==> src/rtl/sram_port1_reader.sv <==
// Streams a block of words out of SRAM port 1 onto a ready/valid interface.
// A command (base address, word count) is taken when idle; reads are issued
// only while the 2-entry output FIFO has room, so no returned word is lost.
// SRAM port 1 is treated as returning dout1_i for the address presented in
// the issue cycle, registered into the FIFO at the closing edge of that cycle.
// Optional feature: define SRAM_RD_CSUM_EN to add the csum_o running checksum.
//
// state   | meaning
// --------+--------------------------------------------------------------
// S_IDLE  | waiting for start_i; addr1_o holds the last issued address
// S_READ  | issuing reads whenever the FIFO has a free slot
// S_DRAIN | all reads issued; waiting for the last beat to be accepted
module sram_port1_reader (
    input  logic        clk_i,
    input  logic        rst_ni,
    input  logic        start_i,
    input  logic [8:0]  base_addr_i,
    input  logic [9:0]  len_i,
    output logic        busy_o,
    output logic        done_o,
    output logic        csb1_o,
    output logic [8:0]  addr1_o,
    input  logic [31:0] dout1_i,
    output logic        m_valid_o,
    input  logic        m_ready_i,
    output logic [31:0] m_data_o,
    output logic        m_last_o
`ifdef SRAM_RD_CSUM_EN
    ,
    output logic [31:0] csum_o
`endif
);

    typedef enum logic [1:0] {S_IDLE, S_READ, S_DRAIN} state_t;

    state_t      state_q, state_d;
    logic [9:0]  len_clamped;
    logic        start_ok;
    logic        start_nop;
    logic        issue;
    logic        last_issue;
    logic        pop;
    logic [9:0]  rd_left_q;
    logic [8:0]  rd_addr_q;
    logic        done_q;
    logic [1:0]  fifo_cnt_q;
    logic        wr_ptr_q;
    logic        rd_ptr_q;
    logic [31:0] fifo_data_q [2];
    logic [1:0]  fifo_last_q;

    assign len_clamped = (len_i > 10'd512) ? 10'd512 : len_i;
    assign start_ok    = (state_q == S_IDLE) && start_i && (len_clamped != 10'd0);
    assign start_nop   = (state_q == S_IDLE) && start_i && (len_clamped == 10'd0);
    assign last_issue  = issue && (rd_left_q == 10'd1);
    assign pop         = m_valid_o && m_ready_i;

    assign busy_o    = (state_q != S_IDLE);
    assign done_o    = done_q;
    assign addr1_o   = rd_addr_q;
    assign m_valid_o = (fifo_cnt_q != 2'd0);
    assign m_data_o  = fifo_data_q[rd_ptr_q];
    assign m_last_o  = fifo_last_q[rd_ptr_q];

    // State register
    always_ff @(posedge clk_i or negedge rst_ni) begin
        if (!rst_ni) state_q <= S_IDLE;
        else         state_q <= state_d;
    end

    // Next state and read issue; a read goes out only if the FIFO can take it
    always_comb begin
        state_d = state_q;
        issue   = 1'b0;
        csb1_o  = 1'b1;
        case (state_q)
            S_IDLE: begin
                if (start_ok) state_d = S_READ;
            end
            S_READ: begin
                issue  = (fifo_cnt_q < 2'd2);
                csb1_o = ~issue;
                if (issue && (rd_left_q == 10'd1)) state_d = S_DRAIN;
            end
            S_DRAIN: begin
                if (pop && m_last_o) state_d = S_IDLE;
            end
            default: state_d = S_IDLE;
        endcase
    end

    // Command capture, read address/count tracking and the done pulse
    always_ff @(posedge clk_i or negedge rst_ni) begin
        if (!rst_ni) begin
            rd_addr_q <= 9'd0;
            rd_left_q <= 10'd0;
            done_q    <= 1'b0;
        end else begin
            done_q <= start_nop || ((state_q == S_DRAIN) && pop && m_last_o);
            if (start_ok) begin
                rd_addr_q <= base_addr_i;
                rd_left_q <= len_clamped;
            end else if (issue) begin
                rd_left_q <= rd_left_q - 10'd1;
                // The final address stays on addr1_o after the command
                if (!last_issue) rd_addr_q <= rd_addr_q + 9'd1;
            end
        end
    end

    // Two-entry output FIFO; each entry carries its end-of-command flag
    always_ff @(posedge clk_i or negedge rst_ni) begin
        if (!rst_ni) begin
            fifo_data_q[0] <= 32'd0;
            fifo_data_q[1] <= 32'd0;
            fifo_last_q    <= 2'b00;
            wr_ptr_q       <= 1'b0;
            rd_ptr_q       <= 1'b0;
            fifo_cnt_q     <= 2'd0;
        end else begin
            if (issue) begin
                fifo_data_q[wr_ptr_q] <= dout1_i;
                fifo_last_q[wr_ptr_q] <= last_issue;
                wr_ptr_q              <= ~wr_ptr_q;
            end
            if (pop) rd_ptr_q <= ~rd_ptr_q;
            case ({issue, pop})
                2'b10:   fifo_cnt_q <= fifo_cnt_q + 2'd1;
                2'b01:   fifo_cnt_q <= fifo_cnt_q - 2'd1;
                default: fifo_cnt_q <= fifo_cnt_q;
            endcase
        end
    end

`ifdef SRAM_RD_CSUM_EN
    logic [31:0] csum_q;
    assign csum_o = csum_q;

    // Running sum of accepted beats, cleared by every start taken in idle
    always_ff @(posedge clk_i or negedge rst_ni) begin
        if (!rst_ni)                           csum_q <= 32'd0;
        else if (start_i && state_q == S_IDLE) csum_q <= 32'd0;
        else if (pop)                          csum_q <= csum_q + m_data_o;
    end
`endif

endmodule

==> config.mk <==
export PLATFORM = sky130hd
export DESIGN_NAME = sram_port1_reader
export DESIGN_NICKNAME = d
export VERILOG_FILES = /design/src/rtl/sram_port1_reader.sv
export SDC_FILE = /design/constraint.sdc
export NUM_CORES = 1
export LEC_CHECK = 0
export CAP_MARGIN = 20
export CORE_MARGIN = 10
export CORE_UTILIZATION = 45
export CTS_BUF_LIST = sky130_fd_sc_hd__clkbuf_2
export DETAILED_ROUTE_END_ITERATION = 7
export PLACE_DENSITY = 0.73
export SYNTH_ARGS = -nofsm -noshare
export SYNTH_HDL_FRONTEND = slang
export SYNTH_SLANG_ARGS = --single-unit
==> constraint.sdc <==
create_clock -name clk_i -period 4.18 [get_ports clk_i]
set_input_delay 0.627 -clock clk_i [delete_from_list [all_inputs] [get_ports clk_i]]
set_output_delay 0.627 -clock clk_i [all_outputs]
set_load 0.02 [all_outputs]
Word level (Yosys, flattened, before mapping)

Index checks and enable logic that the tools add are counted.

Bits in registers: 92
Output and inout bits: 46
Input bits: 55
Logic and storage cells: 81

Add/subtract/negate cells: 4
Order comparisons: 8
Bitwise operators: 5
Reductions and logical operators: 21
Multiplexer cells: 24
Equality and inequality tests: 9

Operator list:

| kind                                                                  | count |
|---|---|
| 32-bit 2-to-1 mux                                                     | 4 |
| 64-bit bitwise mux                                                    | 1 |
| 32-bit demux with 1-bit select                                        | 1 |
| 10-bit 2-to-1 mux                                                     | 3 |
| 9-bit 2-to-1 mux                                                      | 3 |
| 1-bit logical AND                                                     | 11 |
| 10-bit by 1-bit == test with 1-bit output (second input constant)     | 1 |
| 10-bit greater-than comparator (second input constant)                | 1 |
| 10-bit zero test                                                      | 1 |
| 10-bit nonzero test                                                   | 1 |
| 10-bit by 1-bit subtractor with 10-bit output (second input constant) | 1 |
| 9-bit by 1-bit adder with 9-bit output (second input constant)        | 1 |
| 2-bit != test (second input constant)                                 | 4 |
| 2-bit nonzero test                                                    | 4 |
| 2-bit 2-to-1 mux                                                      | 3 |
| 2-bit one-hot mux with 3 select lines                                 | 1 |
| 1-bit 2-to-1 mux                                                      | 5 |
| 2-bit by 1-bit == test with 1-bit output (second input constant)      | 2 |
| 2-bit == test (second input constant)                                 | 2 |
| 2-bit >= comparator (second input constant)                           | 2 |
| 1-bit by 2-bit < comparator with 1-bit output (second input constant) | 2 |
| 1-bit NOT with 2-bit output                                           | 2 |
| 2-bit one-hot mux with 2 select lines                                 | 1 |
| 1-bit NOT                                                             | 3 |
| other kinds (11)                                                      | 11 |

Depth between registers and ports, before layout

Depth in word-level cells: 6
Mapped depth: 8
Depth with buffers taken out: 6

Worst setup path after synthesis

Ideal clock, no wire load.

Path kind: input port to flip-flop
Start point: input port len_i[5]
End point: register done_q, in the netlist done_o
Arrival time: 1.878 ns
Stages on the path: 4
Buffers on the path: 0
Data required time: 4.103 ns
Path slack: 2.224 ns
Setup time: 0.077 ns
Path through: nor4_2 nand3_1 or4b_2 a21oi_1

Word-level cells in the longest chain between the ends: 5

Ends and longest elaborated chain:

| element                        | RTL line | RTL |
|---|---|---|
| from (decl)                    | 18       | `input logic [9:0] len_i,` |
| 10-bit greater-than comparator | 52       | `assign len_clamped = (len_i > 10'd512) ? 10'd512 : len_i;` |
| 10-bit 2-to-1 mux (*)          | 52       |  |
| 10-bit zero test (*)           | 54       | `assign start_nop = (state_q == S_IDLE) && start_i && (len_clamped == 10'd0);` |
| 1-bit logical AND (*)          | 54       |  |
| 1-bit logical OR (*)           | 99       | `done_q <= start_nop \|\| ((state_q == S_DRAIN) && pop && m_last_o);` |
| to (signal assigned)           | 99       |  |
| to (decl)                      | 45       | `logic done_q;` |

Mark *: on every way between the ends. The rest lies on a longest branch, timed or not.
A chain may end at the register's enable or synchronous reset.

Worst setup path after layout

Start point: register rd_ptr_q
End point: output port m_data_o[20]

Word-level cells in the longest chain between the ends: 4

Ends and longest elaborated chain:

| element                                              | RTL line | RTL |
|---|---|---|
| from (decl)                                          | 48       | `logic rd_ptr_q;` |
| from (signal assigned)                               | 126      | `if (pop) rd_ptr_q <= ~rd_ptr_q;` |
| 1-bit NOT with 2-bit output (implied by the code)    | 62       | `assign m_data_o = fifo_data_q[rd_ptr_q];` |
| 32-bit 2-to-1 mux (implied by the code) (3 in a row) | 62       |  |
| to (decl)                                            | 26       | `output logic [31:0] m_data_o,` |

No other way between the ends. The select of a mux whose other input is x is not followed.

==> impl_metrics.toml <==
[cts]
cts_setup_buffers = 0
cts.sinks = 92
clock_path_buffers = 2
clk_latency_ns = 0.56
cts_tree = "yes"
h-tree-depth = 3
cts.clk_slew.worst_paths_ns = 0.23
cts_buffers = 9
cts-root-buf = "clkbuf_2"
holdBufCountCts = 0
cts-resized-gates = 0

[critical_path]
required_ns = 3.55
critPathArrivalTime_ns = 2.51
crit_fanout = 13
slowest_delay_ns = 0.73
critical_path_class = "reg2out"
crit_chain = "buf_4 > mux2_2 > clkdlybuf4s50_1"
end_kind = "output pin"
ff2ff_setup_slack_ns = 1.36
reg2reg_to = "fifo_data_q[34]$_DFFE_PN0P_"
r2r_start = "state_q[0]$_DFFE_PN0P_"
ff2ff_path_depth = 4
worst_setup_path_start_kind = "flip-flop"
slowest_stage = "dfrtp_1"

[routing]
avgRoutedWirePerCell_um = 18.4
wirelength_um = 11000
viasPerCell = 5.49
drt_iter0_drc = 166
ant_nets = 0
remaining_drc_errors = 0
vias = 3285
dr.pass1.iters = 4

[yosys]
synth_edf_count = 0
yosys.cell_types.count = 51
syn_area_per_cell_sq_um = 12.4
seq_area_frac_synth_pct = 50.7
syn_nets = 424
synthCells = 365
ys.flop_type = "dfrtp_1"
ys_warn_count = 0
synth_area_sq_um = 4540
synth_seq_cells = 92
async_flop_share_pct = 100

[finish]
area_delta_synth_final_pct = 28.1
nFillCells = 873
diodes = 0
final_core_util_pct = 59.2
final_cell_mix = "99 x mux2_2, 99 x clkdlybuf4s50_1, 92 x dfrtp_1"
drive_gt1_share_pct = 28.8
finalNetCount = 520

[place]
io_buffer_count = 100
dp_hpwl_um = 7910
gp_congestion = 0.880

[sta]
fmax_mhz = 319
finalClockSkew_ns = 0.0232
finalHoldViolations = 0
rsz0062_at_grt = "no"
fin_crit_ns = 3.13
worst_slew_pin_slew_ns = 0.968
drv_slew = 0
setup_viol = 0
maxSlewHeadroom_pct = 35.3
fin_crit_sh_pct = 75.0
finalSetupTns_ns = 0

[power]
cellLeakagePower_uw = 0.00231
powerDensity_nw_per_um2 = 852
pwr-share-comb_pct = 55.0
power_frac_clock_pct = 11.4
switchingPower_uw = 1900
p_sw_share_pct = 38.3
vdd_drop_max_v = 0.000346
p_seq_share_pct = 33.6
internal_power_uw = 3050

[floorplanning]
die_x_um = 120
initial_core_util_pct = 46.2
core_sq_um = 9820
row_count = 36
die_h_um = 120
dieArea_sq_um = 14500
ioPinCount = 101

[job]
max_cap_violations = 0

[grt]
gr-total-overflow = 0
grt_use_total_pct = 15.5
grt_pass1_wl_um = 18200
grt_max_degree = 71
grt_pass1_vias = 3510
antenna_found_initial = 0

[worst_hold_path]
hp-class = "in2async"

[status]
status = "finished clean"
layout make-up:
type,instances,area (sq um),area share (%)
clock buffers,10,50.0,0.861
clock inverters,5,108,1.85
inverters,16,60.1,1.03
multi-input cells,237,2090,35.9
flip-flops and latches,92,2300,39.6
well taps,133,166,2.86
repair buffers,105,1040,17.8
flip-flops by register name, summed over array words and instances, names as in the netlist:
register     count
fifo_data_q     64
done_o           1
fifo_cnt_q       2
addr1_o          9
wr_ptr_q         1
rd_ptr_q         1
fifo_last_q      2
rd_left_q       10
state_q          2
logic make-up (layout without fill, tap and decap cells):
| kind of cell | count (synthesis) | after routing | synth area share, % |
|---|---|---|---|
| AOI/OAI and AO/OA | 47 | 47 | 7.67 |
| xor gates and xnor gates | 11 | 11 | 2.12 |
| adders and majority gates | 5 | 5 | 1.32 |
| buffers and inverters | 36 | 136 | 3.34 |
| DFF | 92 | 92 | 50.7 |
| muxes | 99 | 99 | 24.6 |
| and+or+nand+nor | 75 | 75 | 10.2 |
metrics by stage:
stage	hold slack (ns)	area (sq um)	cells	worst slack, ns	power, uW
after floorplan	0.331	4540	365	2.22	3430
after global placement	0.483	5650	583	1.43	4360
after detailed placement	0.490	5650	583	1.35	4440
after CTS	0.142	5810	598	0.942	5020
after global routing	0.163	5810	598	0.877	5300
final	0.165	5810	598	1.05	4950
cell usage after synthesis (all sizes together), types with 2 or more instances:
library cell  instances  area, sq um
and3                  5         31.3
mux2                 99         1110
nor3b                 2         31.3
o21ai                12         60.1
clkbuf                5         18.8
o31ai                 2         28.8
nand3                14         70.1
xnor2                 7         61.3
a32oi                 4         35.0
a221oi                2         17.5
a211oi                2         15.0
nand2                10         37.5
buf                  15         72.6
xor2                  4         35.0
nor2                 11         43.8
or3                   3         18.8
nor4                  4         31.3
a21oi                 6         30.0
nor3                  7         40.0
a311oi                4         35.0
a221o                 2         21.3
nand3b                2         15.0
a32o                  2         20.0
and2                  2         12.5
dfrtp                92         2300
nand4b                3         26.3
or4b                  3         33.8
a31oi                 2         12.5
ha                    4         50.1
or4                   5         41.3
o211ai                5         37.5
inv                  16         60.1
worst max path at each step:
stage	from	to	slack [ns]
after floorplan	len_i[5]	done_o$_DFF_PN0_	2.22
after global placement	state_q[1]$_DFFE_PN0P_	fifo_data_q[34]$_DFFE_PN0P_	1.43
after detailed placement	state_q[1]$_DFFE_PN0P_	fifo_data_q[53]$_DFFE_PN0P_	1.35
after CTS	rd_ptr_q$_DFFE_PN0P_	m_data_o[20]	0.94
after global routing	rd_ptr_q$_DFFE_PN0P_	m_data_o[20]	0.88
final	rd_ptr_q$_DFFE_PN0P_	m_data_o[20]	1.05
worst max-delay path, delay by kind of cell (launching register included):
kind	cells	cell delay [ns]
mux	1	0.35
buf+inv	2	0.89
flops	1	0.73
metal layers:
layer / track usage [%] / vias up / share of wire (%)
li1: - / 1538 / -
met1: 20.0 / 1645 / 46
met2: 24.4 / 91 / 47
met3: 3.72 / 11 / 5.6
met4: 6.49 / 0 / 1.4
met5: 0 / - / 0
power groups by stage:
stage / registers, uW / clock network (uW) / logic (uW)
2_1_floorplan: 1600 / 0 / 1830
3_3_place_gp: 1660 / 0 / 2710
3_5_place_dp: 1680 / 0 / 2760
4_1_cts: 1660 / 587 / 2770
5_1_grt: 1730 / 620 / 2950
6_report: 1660 / 566 / 2720
Power figures use the tool's default switching activity.
